<file path="src/rtl/axi_pkg.sv">
// ----------------------------------------------------------------------------
// axi_pkg
// Shared AXI4-Lite definitions for the register-access fabric.
//   - MAX_ARB_MASTERS : largest number of upstream masters an arbiter supports
//   - RESP_*          : AXI response encodings (passed through, never generated)
//   - arb_wr_state_e  : write-path arbitration FSM states
//   - arb_rd_state_e  : read-path arbitration FSM states
// ----------------------------------------------------------------------------
package axi_pkg;

    localparam int MAX_ARB_MASTERS = 4;

    localparam logic [1:0] RESP_OKAY   = 2'b00;
    localparam logic [1:0] RESP_EXOKAY = 2'b01;
    localparam logic [1:0] RESP_SLVERR = 2'b10;
    localparam logic [1:0] RESP_DECERR = 2'b11;

    typedef enum logic [1:0] {
        WR_IDLE      = 2'd0,
        WR_ADDR_DATA = 2'd1,
        WR_RESP      = 2'd2
    } arb_wr_state_e;

    typedef enum logic [1:0] {
        RD_IDLE = 2'd0,
        RD_ADDR = 2'd1,
        RD_RESP = 2'd2
    } arb_rd_state_e;

endpackage

</file>
<file path="src/rtl/axi4_lite_rr_arbiter.sv">
// ----------------------------------------------------------------------------
// axi4_lite_rr_arbiter
// Combinational round-robin pick: the first requester at or after ptr wins,
// wrapping at N.
//   req       in  N      : request vector
//   ptr       in  IDX_W  : highest-priority index (must be < N)
//   gnt_idx   out IDX_W  : winning index (0 when nothing requests)
//   gnt_valid out 1      : at least one request present
// ----------------------------------------------------------------------------
module axi4_lite_rr_arbiter #(
    parameter int N = 2,
    localparam int IDX_W = (N > 1) ? $clog2(N) : 1
) (
    input  logic [N-1:0]     req,
    input  logic [IDX_W-1:0] ptr,
    output logic [IDX_W-1:0] gnt_idx,
    output logic             gnt_valid
);

    // cand_idx[k] is the master examined k places after the pointer.
    logic [IDX_W-1:0] cand_idx [N];
    logic [N-1:0]     cand_req;

    genvar gi;
    generate
        for (gi = 0; gi < N; gi++) begin : g_cand
            logic [IDX_W:0] sum;
            assign sum           = {1'b0, ptr} + (IDX_W+1)'(gi);
            assign cand_idx[gi]  = (sum >= (IDX_W+1)'(N)) ? IDX_W'(sum - (IDX_W+1)'(N))
                                                          : sum[IDX_W-1:0];
            assign cand_req[gi]  = req[cand_idx[gi]];
        end
    endgenerate

    // Scan from the farthest candidate down so the nearest one overrides.
    always_comb begin
        gnt_idx   = '0;
        gnt_valid = 1'b0;
        for (int i = N - 1; i >= 0; i--) begin
            if (cand_req[i]) begin
                gnt_idx   = cand_idx[i];
                gnt_valid = 1'b1;
            end
        end
    end

endmodule

</file>
<file path="src/rtl/axi4_lite_arbiter.sv">
// ----------------------------------------------------------------------------
// axi4_lite_arbiter
// Shares one AXI4-Lite slave port between NUM_M masters. Write (AW/W/B) and
// read (AR/R) paths are arbitrated independently by round-robin FSMs; a
// granted master owns its path until the response handshake. Pure routing,
// no buffering.
//   aclk, aresetn          : clock, asynchronous active-low reset
//   m_aw*/m_w*/m_b*        : per-master write channels, master i in slice i
//   m_ar*/m_r*             : per-master read channels, master i in slice i
//   s_aw*/s_w*/s_b*/s_ar*/s_r* : shared slave port
//   wr_gnt_idx, wr_busy    : write owner and write path ownership
//   rd_gnt_idx, rd_busy    : read owner and read path ownership
// ----------------------------------------------------------------------------
module axi4_lite_arbiter
    import axi_pkg::*;
#(
    parameter int NUM_M      = 2,
    parameter int ADDR_WIDTH = 32,
    parameter int DATA_WIDTH = 32,
    localparam int STRB_WIDTH = DATA_WIDTH / 8,
    localparam int IDX_W      = $clog2(NUM_M)
) (
    input  logic                        aclk,
    input  logic                        aresetn,

    input  logic [NUM_M-1:0]            m_awvalid,
    output logic [NUM_M-1:0]            m_awready,
    input  logic [NUM_M*ADDR_WIDTH-1:0] m_awaddr,
    input  logic [NUM_M-1:0]            m_wvalid,
    output logic [NUM_M-1:0]            m_wready,
    input  logic [NUM_M*DATA_WIDTH-1:0] m_wdata,
    input  logic [NUM_M*STRB_WIDTH-1:0] m_wstrb,
    output logic [NUM_M-1:0]            m_bvalid,
    input  logic [NUM_M-1:0]            m_bready,
    output logic [NUM_M*2-1:0]          m_bresp,

    input  logic [NUM_M-1:0]            m_arvalid,
    output logic [NUM_M-1:0]            m_arready,
    input  logic [NUM_M*ADDR_WIDTH-1:0] m_araddr,
    output logic [NUM_M-1:0]            m_rvalid,
    input  logic [NUM_M-1:0]            m_rready,
    output logic [NUM_M*DATA_WIDTH-1:0] m_rdata,
    output logic [NUM_M*2-1:0]          m_rresp,

    output logic                        s_awvalid,
    input  logic                        s_awready,
    output logic [ADDR_WIDTH-1:0]       s_awaddr,
    output logic                        s_wvalid,
    input  logic                        s_wready,
    output logic [DATA_WIDTH-1:0]       s_wdata,
    output logic [STRB_WIDTH-1:0]       s_wstrb,
    input  logic                        s_bvalid,
    output logic                        s_bready,
    input  logic [1:0]                  s_bresp,
    output logic                        s_arvalid,
    input  logic                        s_arready,
    output logic [ADDR_WIDTH-1:0]       s_araddr,
    input  logic                        s_rvalid,
    output logic                        s_rready,
    input  logic [DATA_WIDTH-1:0]       s_rdata,
    input  logic [1:0]                  s_rresp,

    output logic [IDX_W-1:0]            wr_gnt_idx,
    output logic                        wr_busy,
    output logic [IDX_W-1:0]            rd_gnt_idx,
    output logic                        rd_busy
);

    function automatic logic [IDX_W-1:0] next_idx(input logic [IDX_W-1:0] idx);
        return (idx == IDX_W'(NUM_M - 1)) ? '0 : idx + 1'b1;
    endfunction

    // ---------------- per-master unpacked views ----------------
    logic [ADDR_WIDTH-1:0] awaddr_arr [NUM_M];
    logic [DATA_WIDTH-1:0] wdata_arr  [NUM_M];
    logic [STRB_WIDTH-1:0] wstrb_arr  [NUM_M];
    logic [ADDR_WIDTH-1:0] araddr_arr [NUM_M];

    // ---------------- write path state ----------------
    arb_wr_state_e    wr_state_reg, wr_state_next;
    logic [IDX_W-1:0] wr_ptr_reg, wr_ptr_next;
    logic [IDX_W-1:0] wr_gnt_idx_reg, wr_gnt_idx_next;
    logic             aw_done_reg, aw_done_next;
    logic             w_done_reg, w_done_next;
    logic [IDX_W-1:0] wr_pick;
    logic             wr_pick_valid;

    // ---------------- read path state ----------------
    arb_rd_state_e    rd_state_reg, rd_state_next;
    logic [IDX_W-1:0] rd_ptr_reg, rd_ptr_next;
    logic [IDX_W-1:0] rd_gnt_idx_reg, rd_gnt_idx_next;
    logic [IDX_W-1:0] rd_pick;
    logic             rd_pick_valid;

    logic wr_addr_phase, wr_resp_phase, rd_addr_phase, rd_resp_phase;
    logic aw_fire, w_fire, b_fire, ar_fire, r_fire;

    axi4_lite_rr_arbiter #(.N(NUM_M)) u_wr_rr (
        .req       (m_awvalid | m_wvalid),
        .ptr       (wr_ptr_reg),
        .gnt_idx   (wr_pick),
        .gnt_valid (wr_pick_valid)
    );

    axi4_lite_rr_arbiter #(.N(NUM_M)) u_rd_rr (
        .req       (m_arvalid),
        .ptr       (rd_ptr_reg),
        .gnt_idx   (rd_pick),
        .gnt_valid (rd_pick_valid)
    );

    assign wr_addr_phase = (wr_state_reg == WR_ADDR_DATA);
    assign wr_resp_phase = (wr_state_reg == WR_RESP);
    assign rd_addr_phase = (rd_state_reg == RD_ADDR);
    assign rd_resp_phase = (rd_state_reg == RD_RESP);

    assign aw_fire = s_awvalid & s_awready;
    assign w_fire  = s_wvalid & s_wready;
    assign b_fire  = s_bvalid & s_bready;
    assign ar_fire = s_arvalid & s_arready;
    assign r_fire  = s_rvalid & s_rready;

    // ---------------- write FSM ----------------
    always_comb begin
        wr_state_next   = wr_state_reg;
        wr_ptr_next     = wr_ptr_reg;
        wr_gnt_idx_next = wr_gnt_idx_reg;
        aw_done_next    = aw_done_reg;
        w_done_next     = w_done_reg;
        case (wr_state_reg)
            WR_IDLE: begin
                if (wr_pick_valid) begin
                    wr_gnt_idx_next = wr_pick;
                    aw_done_next    = 1'b0;
                    w_done_next     = 1'b0;
                    wr_state_next   = WR_ADDR_DATA;
                end
            end
            WR_ADDR_DATA: begin
                // AW and W are independent; either order or both at once.
                aw_done_next = aw_done_reg | aw_fire;
                w_done_next  = w_done_reg | w_fire;
                if (aw_done_next && w_done_next) begin
                    wr_state_next = WR_RESP;
                end
            end
            WR_RESP: begin
                if (b_fire) begin
                    wr_ptr_next   = next_idx(wr_gnt_idx_reg);
                    wr_state_next = WR_IDLE;
                end
            end
            default: wr_state_next = WR_IDLE;
        endcase
    end

    // ---------------- read FSM ----------------
    always_comb begin
        rd_state_next   = rd_state_reg;
        rd_ptr_next     = rd_ptr_reg;
        rd_gnt_idx_next = rd_gnt_idx_reg;
        case (rd_state_reg)
            RD_IDLE: begin
                if (rd_pick_valid) begin
                    rd_gnt_idx_next = rd_pick;
                    rd_state_next   = RD_ADDR;
                end
            end
            RD_ADDR: begin
                if (ar_fire) begin
                    rd_state_next = RD_RESP;
                end
            end
            RD_RESP: begin
                if (r_fire) begin
                    rd_ptr_next   = next_idx(rd_gnt_idx_reg);
                    rd_state_next = RD_IDLE;
                end
            end
            default: rd_state_next = RD_IDLE;
        endcase
    end

    always_ff @(posedge aclk or negedge aresetn) begin
        if (!aresetn) begin
            wr_state_reg   <= WR_IDLE;
            wr_ptr_reg     <= '0;
            wr_gnt_idx_reg <= '0;
            aw_done_reg    <= 1'b0;
            w_done_reg     <= 1'b0;
            rd_state_reg   <= RD_IDLE;
            rd_ptr_reg     <= '0;
            rd_gnt_idx_reg <= '0;
        end else begin
            wr_state_reg   <= wr_state_next;
            wr_ptr_reg     <= wr_ptr_next;
            wr_gnt_idx_reg <= wr_gnt_idx_next;
            aw_done_reg    <= aw_done_next;
            w_done_reg     <= w_done_next;
            rd_state_reg   <= rd_state_next;
            rd_ptr_reg     <= rd_ptr_next;
            rd_gnt_idx_reg <= rd_gnt_idx_next;
        end
    end

    // ---------------- slave-side mux ----------------
    // A finished channel has its valid forced low so the slave sees exactly
    // one AW and one W per transaction even if the master is slow to drop.
    assign s_awvalid = wr_addr_phase & ~aw_done_reg & m_awvalid[wr_gnt_idx_reg];
    assign s_awaddr  = awaddr_arr[wr_gnt_idx_reg];
    assign s_wvalid  = wr_addr_phase & ~w_done_reg & m_wvalid[wr_gnt_idx_reg];
    assign s_wdata   = wdata_arr[wr_gnt_idx_reg];
    assign s_wstrb   = wstrb_arr[wr_gnt_idx_reg];
    assign s_bready  = wr_resp_phase & m_bready[wr_gnt_idx_reg];

    assign s_arvalid = rd_addr_phase & m_arvalid[rd_gnt_idx_reg];
    assign s_araddr  = araddr_arr[rd_gnt_idx_reg];
    assign s_rready  = rd_resp_phase & m_rready[rd_gnt_idx_reg];

    // ---------------- master-side demux ----------------
    genvar gi;
    generate
        for (gi = 0; gi < NUM_M; gi++) begin : g_master
            localparam logic [IDX_W-1:0] GI = IDX_W'(gi);
            logic wr_sel, rd_sel;

            assign awaddr_arr[gi] = m_awaddr[gi*ADDR_WIDTH +: ADDR_WIDTH];
            assign wdata_arr[gi]  = m_wdata[gi*DATA_WIDTH +: DATA_WIDTH];
            assign wstrb_arr[gi]  = m_wstrb[gi*STRB_WIDTH +: STRB_WIDTH];
            assign araddr_arr[gi] = m_araddr[gi*ADDR_WIDTH +: ADDR_WIDTH];

            assign wr_sel = (wr_gnt_idx_reg == GI);
            assign rd_sel = (rd_gnt_idx_reg == GI);

            assign m_awready[gi] = wr_addr_phase & ~aw_done_reg & wr_sel & s_awready;
            assign m_wready[gi]  = wr_addr_phase & ~w_done_reg & wr_sel & s_wready;
            assign m_bvalid[gi]  = wr_resp_phase & wr_sel & s_bvalid;
            assign m_bresp[gi*2 +: 2] = (wr_resp_phase & wr_sel) ? s_bresp : 2'b00;

            assign m_arready[gi] = rd_addr_phase & rd_sel & s_arready;
            assign m_rvalid[gi]  = rd_resp_phase & rd_sel & s_rvalid;
            assign m_rresp[gi*2 +: 2] = (rd_resp_phase & rd_sel) ? s_rresp : 2'b00;
            assign m_rdata[gi*DATA_WIDTH +: DATA_WIDTH] =
                (rd_resp_phase & rd_sel) ? s_rdata : '0;
        end
    endgenerate

    assign wr_gnt_idx = wr_gnt_idx_reg;
    assign rd_gnt_idx = rd_gnt_idx_reg;
    assign wr_busy    = (wr_state_reg != WR_IDLE);
    assign rd_busy    = (rd_state_reg != RD_IDLE);

endmodule
</file>
<file path="config.mk">
export PLATFORM = sky130hd
export DESIGN_NAME = axi4_lite_arbiter
export DESIGN_NICKNAME = d
export VERILOG_FILES = /design/src/rtl/axi_pkg.sv /design/src/rtl/axi4_lite_rr_arbiter.sv /design/src/rtl/axi4_lite_arbiter.sv
export SDC_FILE = /design/constraint.sdc
export NUM_CORES = 1
export LEC_CHECK = 0
export ABC_AREA = 1
export CORE_AREA = 8 8 166 168
export DETAILED_ROUTE_END_ITERATION = 7
export DIE_AREA = 0 0 174 176
export GPL_TIMING_DRIVEN = 0
export PLACE_DENSITY = 0.46
export SYNTH_ARGS = -nofsm -noshare
export SYNTH_HDL_FRONTEND = slang
export SYNTH_SLANG_ARGS = --single-unit
</file>
<file path="constraint.sdc">
create_clock -name aclk -period 3.8 [get_ports aclk]
set_input_delay 0.95 -clock aclk [delete_from_list [all_inputs] [get_ports aclk]]
set_output_delay 0.95 -clock aclk [all_outputs]
set_load 0.1 [all_outputs]
</file>
==> Word-level counts from Yosys, hierarchy flattened <==
Index checks and enable logic that the tools add are counted.
{ "totals": {"inputBits": 253, "register_bits": 10, "wordCells": 153} }
{ "op_classes": {"muxes": 61, "eq_ne": 10, "order_cmp": 12, "add_sub_neg": 8, "n_bitwise": 41, "reduce_logical": 13} }
{ "ops": {"columns": ["operator", "n"], "rows": [
  ["$mux W32", 11],
  ["$mux W1", 33],
  ["$and A1 B1 Y1", 32],
  ["$mux W2", 10],
  ["$lt A1 B2 Y1 const B", 6],
  ["$mux W4", 3],
  ["$pmux W2 S3", 2],
  ["$ne A2 B1 Y1 const B", 5],
  ["$reduce_and A2 Y1", 5],
  ["$ge A2 B2 Y1 const B", 4],
  ["$reduce_and A3 Y1", 2],
  ["$reduce_bool A2 Y1", 3],
  ["$add A1 B1 Y2 const B", 2],
  ["$eq A2 B1 Y1 const B", 2],
  ["$eq A2 B2 Y1 const B", 2],
  ["$ge A1 B2 Y1 const B", 2],
  ["$logic_not A2 Y1", 2],
  ["$not A1 Y1", 4],
  ["$not A1 Y2", 2],
  ["$pmux W1 S2", 2],
  ["$sub A1 B1 Y1 const B", 4],
  ["$add A1 B1 Y1 const B", 2],
  ["$ne A2 B2 Y1 const B", 1],
  ["$or A1 B1 Y1", 2],
  ["other kinds (2)", 2]
]} }

==> Depth between registers and ports, before layout <==
{ "logic_depth": {"depth_word": 9, "depth_mapped": 9} }

==> Cells and area by module <==
Synthesis repeated with hierarchy kept, for this count alone.
{ "unflattened": {"hier_cells": 546, "hier_area_um2": 2387.3} }
{ "modules_own_cells": {"columns": ["mod", "cells_per_inst", "n_inst", "seq_area_each_um2", "area_per_inst_um2"], "rows": [
  ["axi4_lite_arbiter", 538, 1, 250.2, 2349.8],
  ["axi4_lite_rr_arbiter", 4, 2, 0.0, 18.8]
]} }

==> Worst setup path before layout <==
OpenSTA, ideal clock, no wires.
{ "synth_path": {"kind": "flip-flop to output port", "from": "reg rd_gnt_idx_reg, in the netlist rd_gnt_idx", "to": "out m_arready[1]", "setup_slack_ns": -0.397, "stages_incl_launch_ff": 3, "arrival_time_ns": 3.247, "cell_sequence": "dfrtp_1 -> inv_2 -> nor3_1"} }
{ "synth_between": {"elab_chain_cells": 2} }
{ "synth_lines": {"columns": ["element", "line", "text"], "rows": [
  ["from (decl)", "axi4_lite_arbiter.sv:91", "logic [IDX_W-1:0] rd_gnt_idx_reg, rd_gnt_idx_next;"],
  ["from (signal assigned)", "axi4_lite_arbiter.sv:202", "rd_gnt_idx_reg <= rd_gnt_idx_next;"],
  ["$and A1 B1 Y1 (2 in series)", "axi4_lite_arbiter.sv:240", "assign m_arready[gi] = rd_addr_phase & rd_sel & s_arready;"],
  ["to (decl)", "axi4_lite_arbiter.sv:38", "output logic [NUM_M-1:0] m_arready,"]
]} }
No other way between the ends.

==> Worst setup path in the final report <==
{ "layout_path": {"from": "in s_bresp[0]", "to": "out m_bresp[0]"} }
{ "layout_between": {"elab_chain_cells": 1} }
{ "layout_lines": {"columns": ["element", "line", "text"], "rows": [
  ["from (decl)", "axi4_lite_arbiter.sv:54", "input logic [1:0] s_bresp,"],
  ["$mux W2", "axi4_lite_arbiter.sv:238", "assign m_bresp[gi*2 +: 2] = (wr_resp_phase & wr_sel) ? s_bresp : 2'b00;"],
  ["to (decl)", "axi4_lite_arbiter.sv:35", "output logic [NUM_M*2-1:0] m_bresp,"]
]} }
No other way between the ends.

==> flow_summary.ini <==
[outcome]
status = finished, final reports clean

[global_routing]
grtUsageTotal_pct = 12.5
overflow = 0
grt_pass1_wl_mm = 30.0
antenna_found_initial = 0
grt_max_degree = 11
grt_pass1_vias = 4885

[placed_design]
dpl.hpwl_mm = 18.6
dpl-instance-area_mm2 = 0.00720
gp_congestion = 0.747
portBuffers = 443
pre_cts_ws_ns = -0.149

[detailed_routing]
dr.pass1.iters = 4
wl_mm = 20.6
viasPerCell = 3.49
wl_per_cell_um = 15.6
drc = 0
ant_nets = 0
num_vias = 4616
drt_iter0_markers = 217

[floorplanning]
rows = 58
dieArea_mm2 = 0.0306
coreArea_mm2 = 0.0248
dieWidth_um = 174
num_io_pins = 444
start_util_pct = 9.46
chipHeight_um = 176

[synth]
synth_nets = 797
avgSynthCellArea_um2 = 4.31
netlist_area_mm2 = 0.00235
yosysTopAreaCell = nand2_1
ys_seq_area_share_pct = 10.7
synth_cell_type_count = 21
ys_seq_elements = 10
syn_inst = 544
synth_top_area_share_pct = 54.1
ys_warn_count = 0
ys_top_cells_by_area = nand2_1 54%, nor2_1 14%, dfrtp_1 11%

[timing]
fin_setup_tns_ns = 0
worst_pin_slew_ns = 1.05
timing.final.ws_setup_ns = 0.0393
fin_crit_sh_pct = 99.0
setup_viol = 0
fmaxAchievable_mhz = 266
skew_ns = 0.000524
finalCriticalPeriod_ns = 3.76
slew_headroom_pct = 29.8
slew_viol_final = 0
grt_setup_unrepaired = false
hold_viol_final = 0

[finish]
syn_to_final_growth_pct = 212
fin_area_mm2 = 0.00731
drive_gt1_share_pct = 3.53
final_common_cell = clkdlybuf4s50_1
diodes = 0
fin_nets = 1245
most-common-layout-cells = 423 x clkdlybuf4s50_1, 338 x nand2_1, 88 x nor2_1

[worst_setup_path]
critPathMaxFanout = 2
r2r_slack_ns = 2.49
arrival_ns = 2.81
crit_type = primary input to output port
cp-end-kind = output port
cp-start-kind = primary input
cp.required_ns = 2.85

[clock_tree]
ctsRootBufferMaster = clkbuf_16
cts.clk_slew.worst_paths_ns = 0.05
postCtsHoldBufs = 0
clockBufferDepth = 2
cts_sinks = 10
cts_buffers = 3
tritoncts = built
postCtsSetupRepairBufs = 0
htreeDepth = 1
clk_latency_ns = 0.24

[power]
p_comb_share_pct = 93.6
p_sw_mw = 4.61
power.density_mw_per_mm2 = 844
clkPwrFrac_pct = 3.5
switching_share_pct = 74.7
finalPower_mw = 6.17
ir_worst_vdd_v = 0.000380
seqPwrFrac_pct = 3.0
internal_power_mw = 1.56
p_leak_nw = 3.62

[hold_path]
hp-class = flop to flop

[run]
max_cap_viol_count = 0
-- cell type report --
type,instances,area (um2)
Fill cell,2778,17500
Tap cell,330,413
Buffer,29,140
Sequential cell,10,250
Multi-Input combinational cell,453,1770
Clock buffer,4,88.8
Inverter,52,195
Timing Repair Buffer,443,4450
-- worst max-delay path, stage by stage --
cell and delay, ns:
clkdlybuf4s50_1 0.45, inv_1 0.05, nor2_1 0.17, clkdlybuf4s50_1 1.19
-- through the flow --
step                cells  util (%)  hold slack, ns
floorplan             544         -           0.454
global placement     1317      29.0           0.481
detailed placement   1317      29.0           0.485
CTS                  1321      29.3           0.496
global route         1321      29.5           0.529
finish               1321      29.5           0.492
-- cell usage after synthesis --
library cell / n
clkbuf_1: 6
nand3_1: 6
inv_1: 49
inv_2: 3
a21oi_2: 1
nor2_4: 1
o21ai_0: 4
o22ai_1: 1
buf_6: 1
nand4_1: 1
and2_1: 3
dfrtp_1: 10
nand2_2: 3
buf_1: 3
o211ai_1: 1
nand3_2: 1
nand2_1: 338
nor2_1: 88
nor3_1: 2
o21ai_1: 3
buf_2: 19
-- per-layer routing --
| layer | wire (um) | vias to the layer above | track usage [%] |
|---|---|---|---|
| li1 | - | 2471 | - |
| met1 | 7650 | 1901 | 12.7 |
| met2 | 11000 | 229 | 24.5 |
| met3 | 1680 | 15 | 4.27 |
| met4 | 316 | 0 | 2.32 |
| met5 | 0 | - | 0 |
-- final timing paths --
| kind | from | endpoint | cells past startpoint |
|---|---|---|---|
| worst min register to register | rd_ptr_reg | rd_ptr_reg | 2 |
| max in group asynchronous | aresetn | w_done_reg | 1 |
| worst min-delay path | rd_ptr_reg | rd_ptr_reg | 2 |
| min in group asynchronous | aresetn | rd_gnt_idx | 1 |
| worst max register to register | wr_gnt_idx | wr_state_reg[0] | 9 |
| worst max-delay path | s_bresp[0] | m_bresp[0] | 4 |
-- logic make-up (layout without fill, tap and decap cells) --
family          Yosys count  count (layout)  synth area share (%)
compound gates           10              10                  2.45
buf+inv                  81             528                  14.3
flops                    10              10                  10.7
simple gates            443             443                  72.6
-- power by group through the flow --
stage	sequential, mW	combinational (mW)	clock, mW
after floorplan	0.237	4.25	0
after global placement	0.186	5.86	0
after detailed placement	0.186	5.84	0
after CTS	0.185	5.84	0.219
after global routing	0.191	6.03	0.224
final	0.184	5.78	0.214
-- timing repair --
item | CTS | global route
pin swaps | 0 | 0
gates resized for setup | 8 | 12
setup endpoints to repair | 8 | 12
Power figures use the tool's default switching activity.
